**config.mk**
```make
export PLATFORM = sky130hd
export DESIGN_NAME = uart_rx_deframer
export DESIGN_NICKNAME = d
export VERILOG_FILES = /design/src/rtl/uart_rx_deframer.sv
export SDC_FILE = /design/constraint.sdc
export NUM_CORES = 1
export LEC_CHECK = 0
export ABC_AREA = 1
export BUFFER_PORTS_ARGS = -buffer_cell sky130_fd_sc_hd__buf_2
export CORE_UTILIZATION = 35
export DETAILED_ROUTE_END_ITERATION = 6
export GPL_ROUTABILITY_DRIVEN = 0
export MAX_ROUTING_LAYER = met4
export REMOVE_ABC_BUFFERS = 1
export SYNTH_ARGS = -nofsm -noshare
export SYNTH_HDL_FRONTEND = slang
export SYNTH_SLANG_ARGS = --single-unit
```
**constraint.sdc**
```tcl
create_clock -name clk_i -period 1.5 [get_ports clk_i]
set_input_delay 0.075 -clock clk_i [delete_from_list [all_inputs] [get_ports clk_i]]
set_output_delay 0.075 -clock clk_i [all_outputs]
set_load 0.1 [all_outputs]
```
**src/rtl/uart_rx_deframer.sv**
```systemverilog
// -----------------------------------------------------------------------------
// uart_rx_deframer
//
// Receive-side deframer for the APB UART. The serial input is oversampled at
// OVS ticks per bit. Each frame's start, data, optional parity and stop bits
// are checked, and one 12-bit status+data word is written into the RX FIFO per
// received frame.
//
// Optional feature macro: UART_RX_PARITY_EN
//   defined   : the PARITY state and parity checking are built.
//   undefined : parity_en_i/parity_odd_i are ignored, rx_data_o[8] is 0, and
//               break detection looks at the data bits only.
//
// Ports
//   clk_i         system clock
//   rst_ni        asynchronous active-low reset
//   baud_tick_i   oversample enable, one clk_i wide, OVS pulses per bit time
//   rx_i          asynchronous serial line, idle high
//   data_bits_i   00=5, 01=6, 10=7, 11=8 data bits
//   stop_bits_i   0 = one stop bit, 1 = two stop bits
//   parity_en_i   parity bit present
//   parity_odd_i  1 = odd parity, 0 = even parity
//   rx_full_i     RX FIFO full
//   rx_wr_o       FIFO write strobe, one clk_i wide
//   rx_data_o     [7:0] data, [8] parity err, [9] framing err, [10] break,
//                 [11] overrun
//   busy_o        high whenever the FSM is not in IDLE
// -----------------------------------------------------------------------------
module uart_rx_deframer #(
    parameter int unsigned OVS = 16
) (
    input  logic        clk_i,
    input  logic        rst_ni,
    input  logic        baud_tick_i,
    input  logic        rx_i,
    input  logic [1:0]  data_bits_i,
    input  logic        stop_bits_i,
    input  logic        parity_en_i,
    input  logic        parity_odd_i,
    input  logic        rx_full_i,
    output logic        rx_wr_o,
    output logic [11:0] rx_data_o,
    output logic        busy_o
);

    localparam int unsigned CW = $clog2(OVS);
    localparam logic [CW-1:0] HALF_M1 = CW'(OVS / 2 - 1);
    localparam logic [CW-1:0] FULL_M1 = CW'(OVS - 1);

    typedef enum logic [2:0] {
        S_IDLE,
        S_START,
        S_DATA,
        S_PARITY,
        S_STOP,
        S_WAIT_HIGH
    } state_t;

    state_t r_state, w_state_nxt;

    logic          r_rx_meta, r_rx_sync;
    logic [CW-1:0] r_cnt;
    logic [2:0]    r_bit_cnt;
    logic [7:0]    r_shift;
    logic [1:0]    r_dbits;
    logic          r_two_stop;
    logic          r_stop_idx;
    logic          r_frm_err;
    logic          r_ovr_pend;
    logic          r_rx_wr;
    logic [11:0]   r_rx_data;

    logic w_half, w_full, w_last_bit;
    logic w_cnt_clr, w_start_det, w_data_smp, w_par_smp, w_stop_smp, w_final;
    logic w_par_en, w_par_bit, w_par_err;
    logic w_frm, w_brk;

    // Two-flop synchronizer; resets to the idle (high) line level so a reset
    // never looks like a start bit.
    always_ff @(posedge clk_i or negedge rst_ni) begin
        if (!rst_ni) begin
            r_rx_meta <= 1'b1;
            r_rx_sync <= 1'b1;
        end else begin
            // NOTE: sequential state uses non-blocking assignments so every
            // flop samples the pre-edge value; blocking here would collapse
            // the two synchronizer stages into one.
            r_rx_meta <= rx_i;
            r_rx_sync <= r_rx_meta;
        end
    end

    assign w_half     = (r_cnt == HALF_M1);
    assign w_full     = (r_cnt == FULL_M1);
    assign w_last_bit = (r_bit_cnt == (3'd4 + {1'b0, r_dbits}));

    // State register
    always_ff @(posedge clk_i or negedge rst_ni) begin
        if (!rst_ni) r_state <= S_IDLE;
        else         r_state <= w_state_nxt;
    end

    // Next-state and sample-enable decode. Everything here is qualified by
    // baud_tick_i, so all state and counter updates happen on tick edges.
    always_comb begin
        // NOTE: every signal gets a default before the case so no path
        // leaves one unassigned, which would otherwise infer a latch.
        w_state_nxt = r_state;
        w_cnt_clr   = 1'b0;
        w_start_det = 1'b0;
        w_data_smp  = 1'b0;
        w_par_smp   = 1'b0;
        w_stop_smp  = 1'b0;
        w_final     = 1'b0;
        if (baud_tick_i) begin
            unique case (r_state)
                S_IDLE: begin
                    w_cnt_clr = 1'b1;
                    if (!r_rx_sync) begin
                        w_start_det = 1'b1;
                        w_state_nxt = S_START;
                    end
                end
                S_START: begin
                    if (w_half) begin
                        w_cnt_clr   = 1'b1;
                        // A high line at mid-bit means the start was a glitch.
                        w_state_nxt = r_rx_sync ? S_IDLE : S_DATA;
                    end
                end
                S_DATA: begin
                    if (w_full) begin
                        w_cnt_clr  = 1'b1;
                        w_data_smp = 1'b1;
                        if (w_last_bit) w_state_nxt = w_par_en ? S_PARITY : S_STOP;
                    end
                end
`ifdef UART_RX_PARITY_EN
                S_PARITY: begin
                    if (w_full) begin
                        w_cnt_clr   = 1'b1;
                        w_par_smp   = 1'b1;
                        w_state_nxt = S_STOP;
                    end
                end
`endif
                S_STOP: begin
                    if (w_full) begin
                        w_cnt_clr  = 1'b1;
                        w_stop_smp = 1'b1;
                        if (!(r_two_stop && !r_stop_idx)) begin
                            w_final     = 1'b1;
                            w_state_nxt = r_rx_sync ? S_IDLE : S_WAIT_HIGH;
                        end
                    end
                end
                S_WAIT_HIGH: begin
                    w_cnt_clr = 1'b1;
                    if (r_rx_sync) w_state_nxt = S_IDLE;
                end
                default: w_state_nxt = S_IDLE;
            endcase
        end
    end

`ifdef UART_RX_PARITY_EN
    logic r_par_en, r_par_odd, r_par_bit, r_par_err;

    always_ff @(posedge clk_i or negedge rst_ni) begin
        if (!rst_ni) begin
            r_par_en  <= 1'b0;
            r_par_odd <= 1'b0;
            r_par_bit <= 1'b0;
            r_par_err <= 1'b0;
        end else if (w_start_det) begin
            r_par_en  <= parity_en_i;
            r_par_odd <= parity_odd_i;
            r_par_bit <= 1'b0;
            r_par_err <= 1'b0;
        end else if (w_par_smp) begin
            r_par_bit <= r_rx_sync;
            // Unused upper shift bits are zero, so the XOR covers only the
            // received data bits.
            r_par_err <= (^r_shift) ^ r_rx_sync ^ r_par_odd;
        end
    end

    assign w_par_en  = r_par_en;
    assign w_par_bit = r_par_bit;
    assign w_par_err = r_par_err;
`else
    logic w_unused_par;
    assign w_unused_par = parity_en_i ^ parity_odd_i ^ w_par_smp;
    assign w_par_en     = 1'b0;
    assign w_par_bit    = 1'b0;
    assign w_par_err    = 1'b0;
`endif

    // Status of the frame as seen at the final stop sample.
    assign w_frm = r_frm_err | ~r_rx_sync;
    assign w_brk = w_frm & (r_shift == 8'h00) & ~w_par_bit;

    // Datapath: tick counter, frame configuration, shift register, stop
    // checking, and the FIFO write.
    always_ff @(posedge clk_i or negedge rst_ni) begin
        if (!rst_ni) begin
            r_cnt      <= '0;
            r_bit_cnt  <= '0;
            r_shift    <= '0;
            r_dbits    <= '0;
            r_two_stop <= 1'b0;
            r_stop_idx <= 1'b0;
            r_frm_err  <= 1'b0;
            r_ovr_pend <= 1'b0;
            r_rx_wr    <= 1'b0;
            r_rx_data  <= '0;
        end else begin
            r_rx_wr <= 1'b0;

            if (baud_tick_i) r_cnt <= w_cnt_clr ? '0 : r_cnt + CW'(1);

            if (w_start_det) begin
                r_dbits    <= data_bits_i;
                r_two_stop <= stop_bits_i;
                r_bit_cnt  <= '0;
                r_shift    <= '0;
                r_stop_idx <= 1'b0;
                r_frm_err  <= 1'b0;
            end

            if (w_data_smp) begin
                r_shift[r_bit_cnt] <= r_rx_sync;
                r_bit_cnt          <= r_bit_cnt + 3'd1;
            end

            if (w_stop_smp) begin
                r_stop_idx <= 1'b1;
                if (!r_rx_sync) r_frm_err <= 1'b1;
            end

            // The write strobe lands on the clk_i cycle after the final stop
            // sample; a full FIFO drops the frame and flags the next write.
            if (w_final) begin
                if (!rx_full_i) begin
                    r_rx_wr    <= 1'b1;
                    r_rx_data  <= {r_ovr_pend, w_brk, w_frm, w_par_err, r_shift};
                    r_ovr_pend <= 1'b0;
                end else begin
                    r_ovr_pend <= 1'b1;
                end
            end
        end
    end

    assign rx_wr_o   = r_rx_wr;
    assign rx_data_o = r_rx_data;
    assign busy_o    = (r_state != S_IDLE);

endmodule

```
==> summary.txt, run 1 <==
Cells and area
  – Post-Layout Inst Area: 2580 um2
  – Commonest non-fill, non-tap cells in the layout: 63 x nand2_1, 35 x dfrtp_1, 27 x inv_1
  – Area growth, synth to finish: 33.9%
  – Layout cells sized above 1: 0.321
  – Diode count: 0
  – Layout net count: 298
  – Commonest non-fill, non-tap cell in the layout: nand2_1
  – Final cell count without fillers: 357

Clocking
  – CTS tree: yes
  – CTS Buf Count: 5
  – Clk sink count: 38
  – Skew-Pair Late Insertion Delay: 290 ps
  – Max Root-Sink Buffers: 2
  – CTS clock-pin slew for the worst setup and hold paths: 80 ps
  – CTS root buf: clkbuf_8
  – H-tree depth: 2

GRT
  – Total gr overflow: 0
  – GR Util met1: 0.192
  – Maximum number of pins on one net before global-route repair: 23
  – Number of global-route vias before repair: 1471
  – Most crowded layer after global routing: met2
  – GR Layer Usage met2: 0.235
  – Initial antenna violation count: 0
  – Grt met3 use: 0.0359
  – Tot GR Track Use: 0.150
  – Global-route wire length before repair: 6780 um

Synthesis
  – Largest area contributor in the netlist: dfrtp_1
  – Unique masters post-synth: 27
  – Mapped Avg Cell Area: 8.03 um2
  – Share of Yosys cell area claimed by the top area cell type: 0.467
  – Post-synthesis xor/xnor area fraction: 0.0136
  – Main combinational cell family by area after synthesis: simple AND/OR/NAND/NOR gates
  – Seq/Total Area, Yosys: 0.494
  – Mapped cell area: 1930 um2
  – Ys flop type: dfrtp_1
  – Adder-cell share of the synthesized area: 0.0130
  – Post-synthesis cell count: 240
  – Multiplexer share of the synthesized area: 0
  – FF+latch count, synth: 38
  – Synth top area cells: dfrtp_1 47%, nand2_1 15%, inv_1 5.6%, nand3_1 5.2%, nor2_1 3.9%
  – YS warnings: 0
  – Simple-gate share of the synthesized area: 0.310
  – Synth Area in Compound Gates: 0.0818
  – Post-synthesis async set-or-reset flop share: 1.00
  – Post-synth EDFFs: 0

Critical path
  – Setup crit end kind: register
  – Reg2reg start: r_cnt[0]
  – Critical path fanouts, max: 11
  – Kind of critical path: register to register
  – FF-to-FF path depth: 9
  – Slowest stage cell, crit path: dfrtp_1
  – Crit start category: register
  – R2R setup slack: -50 ps
  – Worst path cell trace: ha_2, nand2_2, inv_2, nand2_4, nor3_4, nand3_4, clkbuf_16, nand2_2, o21ai_1
  – Critical R2R Capture: rx_data_o[3]
  – Critical Path RT: 1680 ps
  – Worst path arrival time: 1740 ps
  – Max stage delay on crit path: 360 ps
  – Critical path's most frequent cell: nand2_2

Placement
  – PortBufs: 20
  – Post-DP Area: 2190 um2
  – Placed cell count: 337
  – Hpwl dp: 2790 um

Routing
  – Residual DRC count: 0
  – Via count: 1670
  – Drt pass-1 iters: 4
  – Vias per cell: 4.68
  – Final WL: 4340 um
  – Routed Antenna Nets: 0
  – Initial DRC count: 70
  – Routed wire per std cell: 12.1 um

Timing
  – Max-slew violation count: 0
  – Max Clock Freq: 644 MHz
  – Min Tclk post-route: 1550 ps
  – Final setup viols: 11
  – Worst Skew: 5.59 ps
  – RSZ-0062 raised after global routing: yes
  – Final hold violation count: 0
  – Final Cycle Share: 1.04
  – Setup ws final: -53.2 ps
  – Fin Setup TNS: -417 ps

Floorplan
  – Die Ht: 76.2 um
  – Row cnt: 26
  – Initial Util: 0.370
  – Die area: 5810 um2
  – Boundary pin count: 24
  – DIE WIDTH: 76.2 um
  – Core area: 5200 um2

Job
  – Max Cap Viol: 0

Worst hold path
  – Hold Path Depth: 3
  – HP Start: stop_bits_i
  – Hold EP: r_two_stop
  – Worst Hold Class: primary input to register

Pwr
  – PwrDens: 1260 nW/um2
  – Leakage: 0.00133 uW
  – Peak supply drop: 0.675 mV

Outcome
  – Violated checks: setup timing
  – Outcome: finished with violations
metal layers:
metal / wire, um / vias to the layer above
met3: 162 / 5
li1: - / 856
met4: 48 / 0
met5: 0 / -
met1: 1940 / 770
met2: 2190 / 39
synth_stat cells, types with 2 or more instances:
cell and count:
nor2_4 3, a21oi_1 5, o21bai_1 2, o21ai_0 8
xor2_1 2, nand3_1 20, clkbuf_1 2, dfrtp_1 36
nand2_2 2, inv_1 29, o21ai_2 3, nor2_1 20
o21ai_1 9, nand2_1 75, buf_4 2, buf_6 3
dfstp_2 2, nor3_1 3, nand4_1 5, ha_1 2
layout make-up:
cell class | instances | area (um2)
Fill cell | 513 | 2620
Sequential cell | 38 | 955
Multi-Input combinational cell | 166 | 942
Timing Repair Buffer | 46 | 368
Inverter | 29 | 121
Tap cell | 70 | 87.6
Clock buffer | 5 | 68.8
Clock inverter | 3 | 40.0
timing repair:
action                                 CTS  global route
buffers inserted                         1             5
gates resized for setup                  5            37
endpoints found under the hold margin   15             0
pin swaps                                2             7
gates cloned                             0             2
setup endpoints to repair               11            27
hold buffers                             4             0
how the worst max path moves through the flow:
stage                     startpoint             to  slack, ps  depth (start not counted)
after global placement      r_cnt[1]     r_shift[2]          9                         10
after floorplan           r_state[0]   r_bit_cnt[2]       -830                          6
final                       r_cnt[0]   rx_data_o[3]        -50                          9
after global routing        r_cnt[0]   rx_data_o[2]       -160                          9
after detailed placement    r_cnt[0]     r_shift[4]        -50                         10
after CTS                   r_cnt[1]  rx_data_o[10]          3                         10
stage by stage:
| stage | hold WS (ps) | utilization | power (uW) | setup slack [ps] |
|---|---|---|---|---|
| finish | 27.3 | 0.496 | 3240 | -53.2 |
| detailed placement | 1.85 | 0.421 | 2270 | -50.0 |
| CTS | 21.4 | 0.454 | 3150 | 2.54 |
| global placement | -0.201 | 0.421 | 2250 | 8.83 |
| global route | 42.3 | 0.496 | 3450 | -159 |
| floorplan | -221 | - | 1860 | -832 |
cells by family (layout without fill, tap and decap cells):
family | Yosys count | in the layout
buf+inv | 36 | 83
simple gates | 132 | 132
fa+ha+maj | 2 | 2
compound gates | 28 | 28
other cells | 1 | 1
flops | 38 | 38
xor+xnor | 3 | 3
state kept, by name, indices dropped and copies added (netlist names), 2 cells and up:
signal and count:
r_bit_cnt 3, r_cnt 4, r_dbits 2, r_shift 8
r_state 3, rx_data_o 11
power by group:
part / internal (uW) / switching [uW] / leakage (uW) / total, uW
Clock: 490 / 379 / 0.0000579 / 869
Combinational: 446 / 713 / 0.000765 / 1160
Sequential: 1130 / 86.5 / 0.000508 / 1220
worst max-delay path: cells and delay by family (launching register included):
kind,cells,cell delay [ps]
and+or+nand+nor,5,540
buffers and inverters,2,280
DFF,1,360
AOI/OAI and AO/OA,1,50
adders and majority gates,1,200
No activity file was read; power rests on OpenSTA's default activity.
==> inputs of run 2 (changes only) <==
--- a/config.mk
+++ b/config.mk
@@ -12,6 +12,7 @@
 export GPL_ROUTABILITY_DRIVEN = 0
 export MAX_ROUTING_LAYER = met4
 export REMOVE_ABC_BUFFERS = 1
+export SETUP_SLACK_MARGIN = 0.15
 export SYNTH_ARGS = -nofsm -noshare
 export SYNTH_HDL_FRONTEND = slang
 export SYNTH_SLANG_ARGS = --single-unit
==> summary.txt, run 2 (synthesized netlist as in run 1, its figures left out) <==
Job
  – Max Cap Viol: 0 (unchanged)

Cells and area
  – Post-Route Utilization: 0.510 (was 0.496)
  – Post-Layout Inst Area: 2660 um2 (was 2580 um2)
  – Commonest non-fill, non-tap cell in the layout: nand2_1 (unchanged)
  – Max FFs per register: 11 (unchanged)
  – Layout cells sized above 1: 0.369 (was 0.321)
  – Diode count: 0 (unchanged)
  – Final cell count without fillers: 365 (was 357)
  – Layout net count: 306 (was 298)
  – Commonest non-fill, non-tap cells in the layout: 61 x nand2_1, 35 x dfrtp_1, 22 x inv_1, 22 x buf_4, 19 x buf_2 (was 63 x nand2_1, 35 x dfrtp_1, 27 x inv_1)
  – Area growth, synth to finish: 37.7% (was 33.9%)

GRT
  – Total gr overflow: 0 (unchanged)
  – Tot GR Track Use: 0.159 (was 0.150)
  – Initial antenna violation count: 0 (unchanged)
  – Maximum number of pins on one net before global-route repair: 23 (unchanged)
  – Global-route wire length before repair: 7160 um (was 6780 um)
  – Number of global-route vias before repair: 1570 (was 1471)

Critical path
  – Worst path arrival time: 1730 ps (was 1740 ps)
  – Critical path fanouts, max: 3 (was 11)
  – Critical Path RT: 1730 ps (was 1680 ps)
  – Kind of critical path: register to register (unchanged)
  – R2R setup slack: -2 ps (was -50 ps)
  – Setup crit end kind: register (unchanged)
  – Crit start category: register (unchanged)

Timing
  – Max Clock Freq: 666 MHz (was 644 MHz)
  – Final hold violation count: 0 (unchanged)
  – Hold slack: 8.49 ps (was 27.3 ps)
  – Max-slew violation count: 0 (unchanged)
  – RSZ-0062 raised after global routing: yes (unchanged)
  – Final setup viols: 1 (was 11)
  – Final Cycle Share: 1.00 (was 1.04)
  – Setup ws final: -2.17 ps (was -53.2 ps)
  – Worst Skew: 6.20 ps (was 5.59 ps)
  – Min Tclk post-route: 1500 ps (was 1550 ps)

Routing
  – Routed Antenna Nets: 0 (unchanged)
  – Initial DRC count: 96 (was 70)
  – Drt pass-1 iters: 4 (unchanged)
  – Final WL: 4360 um (was 4340 um)
  – Routed wire per std cell: 12.0 um (was 12.1 um)
  – Via count: 1701 (was 1670)
  – Vias per cell: 4.66 (was 4.68)
  – Residual DRC count: 0 (unchanged)

Clocking
  – CTS Buf Count: 5 (unchanged)
  – CTS tree: yes (unchanged)
  – CTS root buf: clkbuf_8 (unchanged)
  – H-tree depth: 2 (unchanged)
  – Skew-Pair Late Insertion Delay: 290 ps (about the same)
  – Max Root-Sink Buffers: 2 (unchanged)
  – Clk sink count: 38 (unchanged)
  – CTS clock-pin slew for the worst setup and hold paths: 80 ps (about the same)

Pwr
  – Leakage: 0.00137 uW (was 0.00133 uW)
  – PwrDens: 1330 nW/um2 (was 1260 nW/um2)
  – Switching portion of total power: 0.366 (was 0.363)
  – Logic pwr share: 0.408 (was 0.357)
  – Clock Power Share: 0.243 (was 0.268)
  – Net switching power: 1290 uW (was 1180 uW)
  – Power Internal: 2230 uW (was 2070 uW)
  – Sequential share of power: 0.349 (was 0.375)
  – Peak supply drop: 0.785 mV (was 0.675 mV)
  – Total Power: 3520 uW (was 3240 uW)

Outcome
  – Violated checks: setup timing (unchanged)
  – Outcome: finished with violations (unchanged)

Placement
  – Post-DP Area: 2190 um2 (unchanged)
  – Placed cell count: 337 (unchanged)
  – PortBufs: 20 (unchanged)
  – Hpwl dp: 2790 um (unchanged)

Floorplan
  – Boundary pin count: 24 (unchanged)
  – Row cnt: 26 (unchanged)
  – Die area: 5810 um2 (unchanged)
  – Core area: 5200 um2 (unchanged)
  – Initial Util: 0.370 (unchanged)
  – Die Ht: 76.2 um (unchanged)
  – DIE WIDTH: 76.2 um (unchanged)

Worst hold path
  – Worst Hold Class: primary input to register (unchanged)
[run 2: cell count changes in the layout (fill, tap and decap cells not counted), moves of 3 or more]
| cell | before | now |
|---|---|---|
| buf_6 | 0 | 7 |
| nand3_2 | 1 | 5 |
| o21ai_1 | 7 | 10 |
| nand2_4 | 8 | 4 |
| o21ai_0 | 7 | 4 |
| inv_4 | 0 | 3 |
| nand2_2 | 7 | 12 |
| nand3_1 | 19 | 16 |
| buf_4 | 19 | 22 |
| inv_1 | 27 | 22 |
| inv_2 | 1 | 4 |
[run 2: path summary, 6_finish.rpt]
kind,to,from,depth (start not counted)
worst max-delay path,r_state[0],r_cnt[0],11
worst min-delay path,r_two_stop,stop_bits_i,3
worst max register to register,r_state[0],r_cnt[0],11
worst min register to register,r_rx_sync,r_rx_meta,0
max in group asynchronous,r_frm_err,rst_ni,3
min in group asynchronous,r_bit_cnt[0],rst_ni,2
[run 2: layer usage]
layer	share of wire	up-vias	global-route usage	wire length, um
li1	-	867	-	-
met1	0.46	778	0.194	2000
met2	0.49	50	0.255	2130
met3	0.041	6	0.0383	179
met4	0.013	0	0.0558	56
met5	0	-	-	0
[run 2: power groups by stage]
| stage | Combinational [uW] | Clock [uW] | Sequential, uW |
|---|---|---|---|
| after global placement | 1020 | 0 | 1230 |
| after global routing | 1560 | 932 | 1250 |
| final | 1440 | 855 | 1230 |
| after floorplan | 626 | 0 | 1240 |
| after detailed placement | 1040 | 0 | 1230 |
| after CTS | 1150 | 883 | 1210 |
[run 2: per-stage QoR]
step           setup WS, ps  setup TNS (ps)
3_5_place_dp          -50.0            -224
3_3_place_gp           8.83               0
2_1_floorplan          -832          -13790
5_1_grt                -104           -1160
4_1_cts                30.8               0
6_report              -2.17           -2.17
[run 2: worst max-delay path, stage by stage, from the launching register on]
cell,delay [ps]
dfrtp_1,390
ha_4,160
nand2_2,60
inv_2,70
nand2_4,70
buf_4,150
buf_6,120
nand2_1,60
nand2_1,60
nor2_2,140
nand3_1,100
nand2_1,60
[run 2: cell type report]
| class | instances | area, um2 |
|---|---|---|
| fill | 500 | 2550 |
| multi-input combinational | 166 | 968 |
| sequential | 38 | 955 |
| timing repair buffer | 54 | 419 |
| inverter | 29 | 116 |
| tap | 70 | 87.6 |
| clock buffer | 5 | 68.8 |
| clock inverter | 3 | 40.0 |
[run 2: what timing repair did]
| item | CTS | global route |
|---|---|---|
| resized for setup | 19 | 43 |
| endpoints found under the setup margin | 33 | 37 |
| pin swaps | 7 | 18 |
| hold buffers | 4 | 0 |
| hold endpoints to repair | 15 | 0 |
| setup buffers | 5 | 10 |
| gates cloned | 0 | 1 |
==> inputs of run 3 (changes only) <==
--- a/config.mk
+++ b/config.mk
@@ -16,3 +16,4 @@
 export SYNTH_ARGS = -nofsm -noshare
 export SYNTH_HDL_FRONTEND = slang
 export SYNTH_SLANG_ARGS = --single-unit
+export TNS_END_PERCENT = 10
==> summary.txt, run 3 (synthesized netlist as in run 1, its figures left out) <==
Outcome
  – Outcome: finished clean (was finished with violations)

Timing
  – Final Cycle Share: 0.975 (was 1.00)
  – Max Clock Freq: 684 MHz (was 666 MHz)
  – Final hold violation count: 0 (unchanged)
  – Worst Skew: 5.69 ps (was 6.20 ps)
  – Fin Setup TNS: 0 ps (was -2.17 ps)
  – Final setup viols: 0 (was 1)
  – Max-slew violation count: 0 (unchanged)
  – RSZ-0062 raised after global routing: yes (unchanged)
  – Min Tclk post-route: 1460 ps (was 1500 ps)
  – Setup ws final: 37.9 ps (was -2.17 ps)

Critical path
  – Crit start category: register (unchanged)
  – Kind of critical path: register to register (unchanged)
  – Critical Path RT: 1670 ps (was 1730 ps)
  – Worst path arrival time: 1640 ps (was 1730 ps)
  – Setup crit end kind: register (unchanged)
  – Critical path fanouts, max: 22 (was 3)

Pwr
  – Leakage: 0.00129 uW (was 0.00137 uW)
  – PwrDens: 1290 nW/um2 (was 1330 nW/um2)
  – Peak supply drop: 0.740 mV (was 0.785 mV)

Cells and area
  – Post-Layout Inst Area: 2490 um2 (was 2660 um2)
  – # fillers: 520 (was 500)
  – Max FFs per register: 11 (unchanged)
  – Diode count: 0 (unchanged)
  – Layout cells sized above 1: 0.326 (was 0.369)
  – Multi-input logic area: 908 um2 (was 968 um2)
  – Area growth, synth to finish: 29.2% (was 37.7%)
  – Register area: 955 um2 (unchanged)
  – Commonest non-fill, non-tap cells in the layout: 59 x nand2_1, 35 x dfrtp_1, 23 x inv_1 (was 61 x nand2_1, 35 x dfrtp_1, 22 x inv_1, 22 x buf_4, 19 x buf_2)
  – Layout net count: 296 (was 306)
  – Commonest non-fill, non-tap cell in the layout: nand2_1 (unchanged)
  – Final cell count without fillers: 355 (was 365)

Routing
  – Vias per cell: 4.54 (was 4.66)
  – Residual DRC count: 0 (unchanged)
  – Via count: 1610 (was 1701)
  – Initial DRC count: 83 (was 96)
  – Drt pass-1 iters: 4 (unchanged)
  – Routed wire per std cell: 11.2 um (was 12.0 um)
  – Routed Antenna Nets: 0 (unchanged)
  – Final WL: 3970 um (was 4360 um)

Floorplan
  – Core area: 5200 um2 (unchanged)
  – Die area: 5810 um2 (unchanged)
  – Boundary pin count: 24 (unchanged)
  – DIE WIDTH: 76.2 um (unchanged)
  – Initial Util: 0.370 (unchanged)
  – Die Ht: 76.2 um (unchanged)
  – Row cnt: 26 (unchanged)

Placement
  – Post-DP Area: 2190 um2 (unchanged)
  – Post-place setup slack: -50.0 ps (unchanged)
  – Hpwl dp: 2790 um (unchanged)
  – Placed cell count: 337 (unchanged)
  – PortBufs: 20 (unchanged)

GRT
  – Maximum number of pins on one net before global-route repair: 23 (unchanged)
  – Global-route wire length before repair: 7110 um (was 7160 um)
  – Total gr overflow: 0 (unchanged)
  – Tot GR Track Use: 0.157 (was 0.159)
  – Initial antenna violation count: 0 (unchanged)
  – Number of global-route vias before repair: 1566 (was 1570)

Clocking
  – Clk sink count: 38 (unchanged)
  – CTS root buf: clkbuf_8 (unchanged)
  – Skew-Pair Late Insertion Delay: 280 ps (was 290 ps)
  – Max Root-Sink Buffers: 2 (unchanged)
  – CTS tree: yes (unchanged)
  – H-tree depth: 2 (unchanged)
  – CTS clock-pin slew for the worst setup and hold paths: 70 ps (was 80 ps)
  – CTS Buf Count: 5 (unchanged)

Job
  – Max Cap Viol: 0 (unchanged)

Worst hold path
  – Worst Hold Class: primary input to register (unchanged)
run 3: cell count changes in the layout (fill, tap and decap cells not counted), moves of 2 or more:
| cell | change |
|---|---|
| buf_6 | -7 |
| buf_4 | -3 |
| inv_4 | -3 |
| nand3_1 | +3 |
| nand3_2 | -3 |
| o21ai_2 | -3 |
| nand2_1 | -2 |
| nand2_4 | +2 |
| nor3_4 | -2 |
| o21ai_0 | +2 |
run 3: path summary, 6_finish.rpt:
kind                             start      endpoint  slack [ps]  cells past startpoint
setup / recovery              r_cnt[0]  rx_data_o[0]          40                      9
hold / removal             stop_bits_i    r_two_stop          30                      3
setup reg to reg              r_cnt[0]  rx_data_o[0]          40                      9
hold reg to reg              r_rx_meta     r_rx_sync         360                      0
max in group asynchronous       rst_ni     r_frm_err         760                      3
min in group asynchronous       rst_ni  r_bit_cnt[0]         230                      2
run 3: area by class of cell:
class                           instances  share of cell area
Sequential cell                        38               0.383
Multi-Input combinational cell        166               0.365
Timing Repair Buffer                   44               0.128
Inverter                               29              0.0457
Tap cell                               70              0.0352
Clock buffer                            5              0.0276
Clock inverter                          3              0.0161
run 3: routing by layer:
metal | wire [um] | up-vias | track usage
li1 | - | 848 | -
met1 | 1880 | 732 | 0.193
met2 | 1940 | 26 | 0.255
met3 | 107 | 4 | 0.0359
met4 | 44 | 0 | 0.0519
met5 | 0 | - | -
run 3: where the power goes:
part	leakage [uW]	internal [uW]	switching, uW
Sequential	0.000508	1130	84.8
Combinational	0.000727	451	708
Clock	0.0000579	489	359
run 3: critical path: stages, from the launching register on:
cell and delay [ps]:
dfrtp_1 360, ha_2 200, nand2_2 60, inv_2 70, nand2_4 70, nor3_4 170, nand3_2 110, buf_12 180
nand2_2 70, o21ai_1 50
run 3: what timing repair did:
item                       4_1_cts  5_1_grt
setup endpoints to repair       33       37
cloned                           0        0
hold endpoints to repair        15        0
setup buffers                    5        1
hold buffers                     4        0
pin swaps                       20        6
gates resized for setup         32        9
run 3: stage by stage:
step	total power (uW)	utilization	hold slack (ps)
final	3220	0.479	27.3
after global routing	3440	0.479	42.6
after CTS	3220	0.475	21.4
after detailed placement	2270	0.421	1.85
after global placement	2250	0.421	-0.201
after floorplan	1860	-	-221
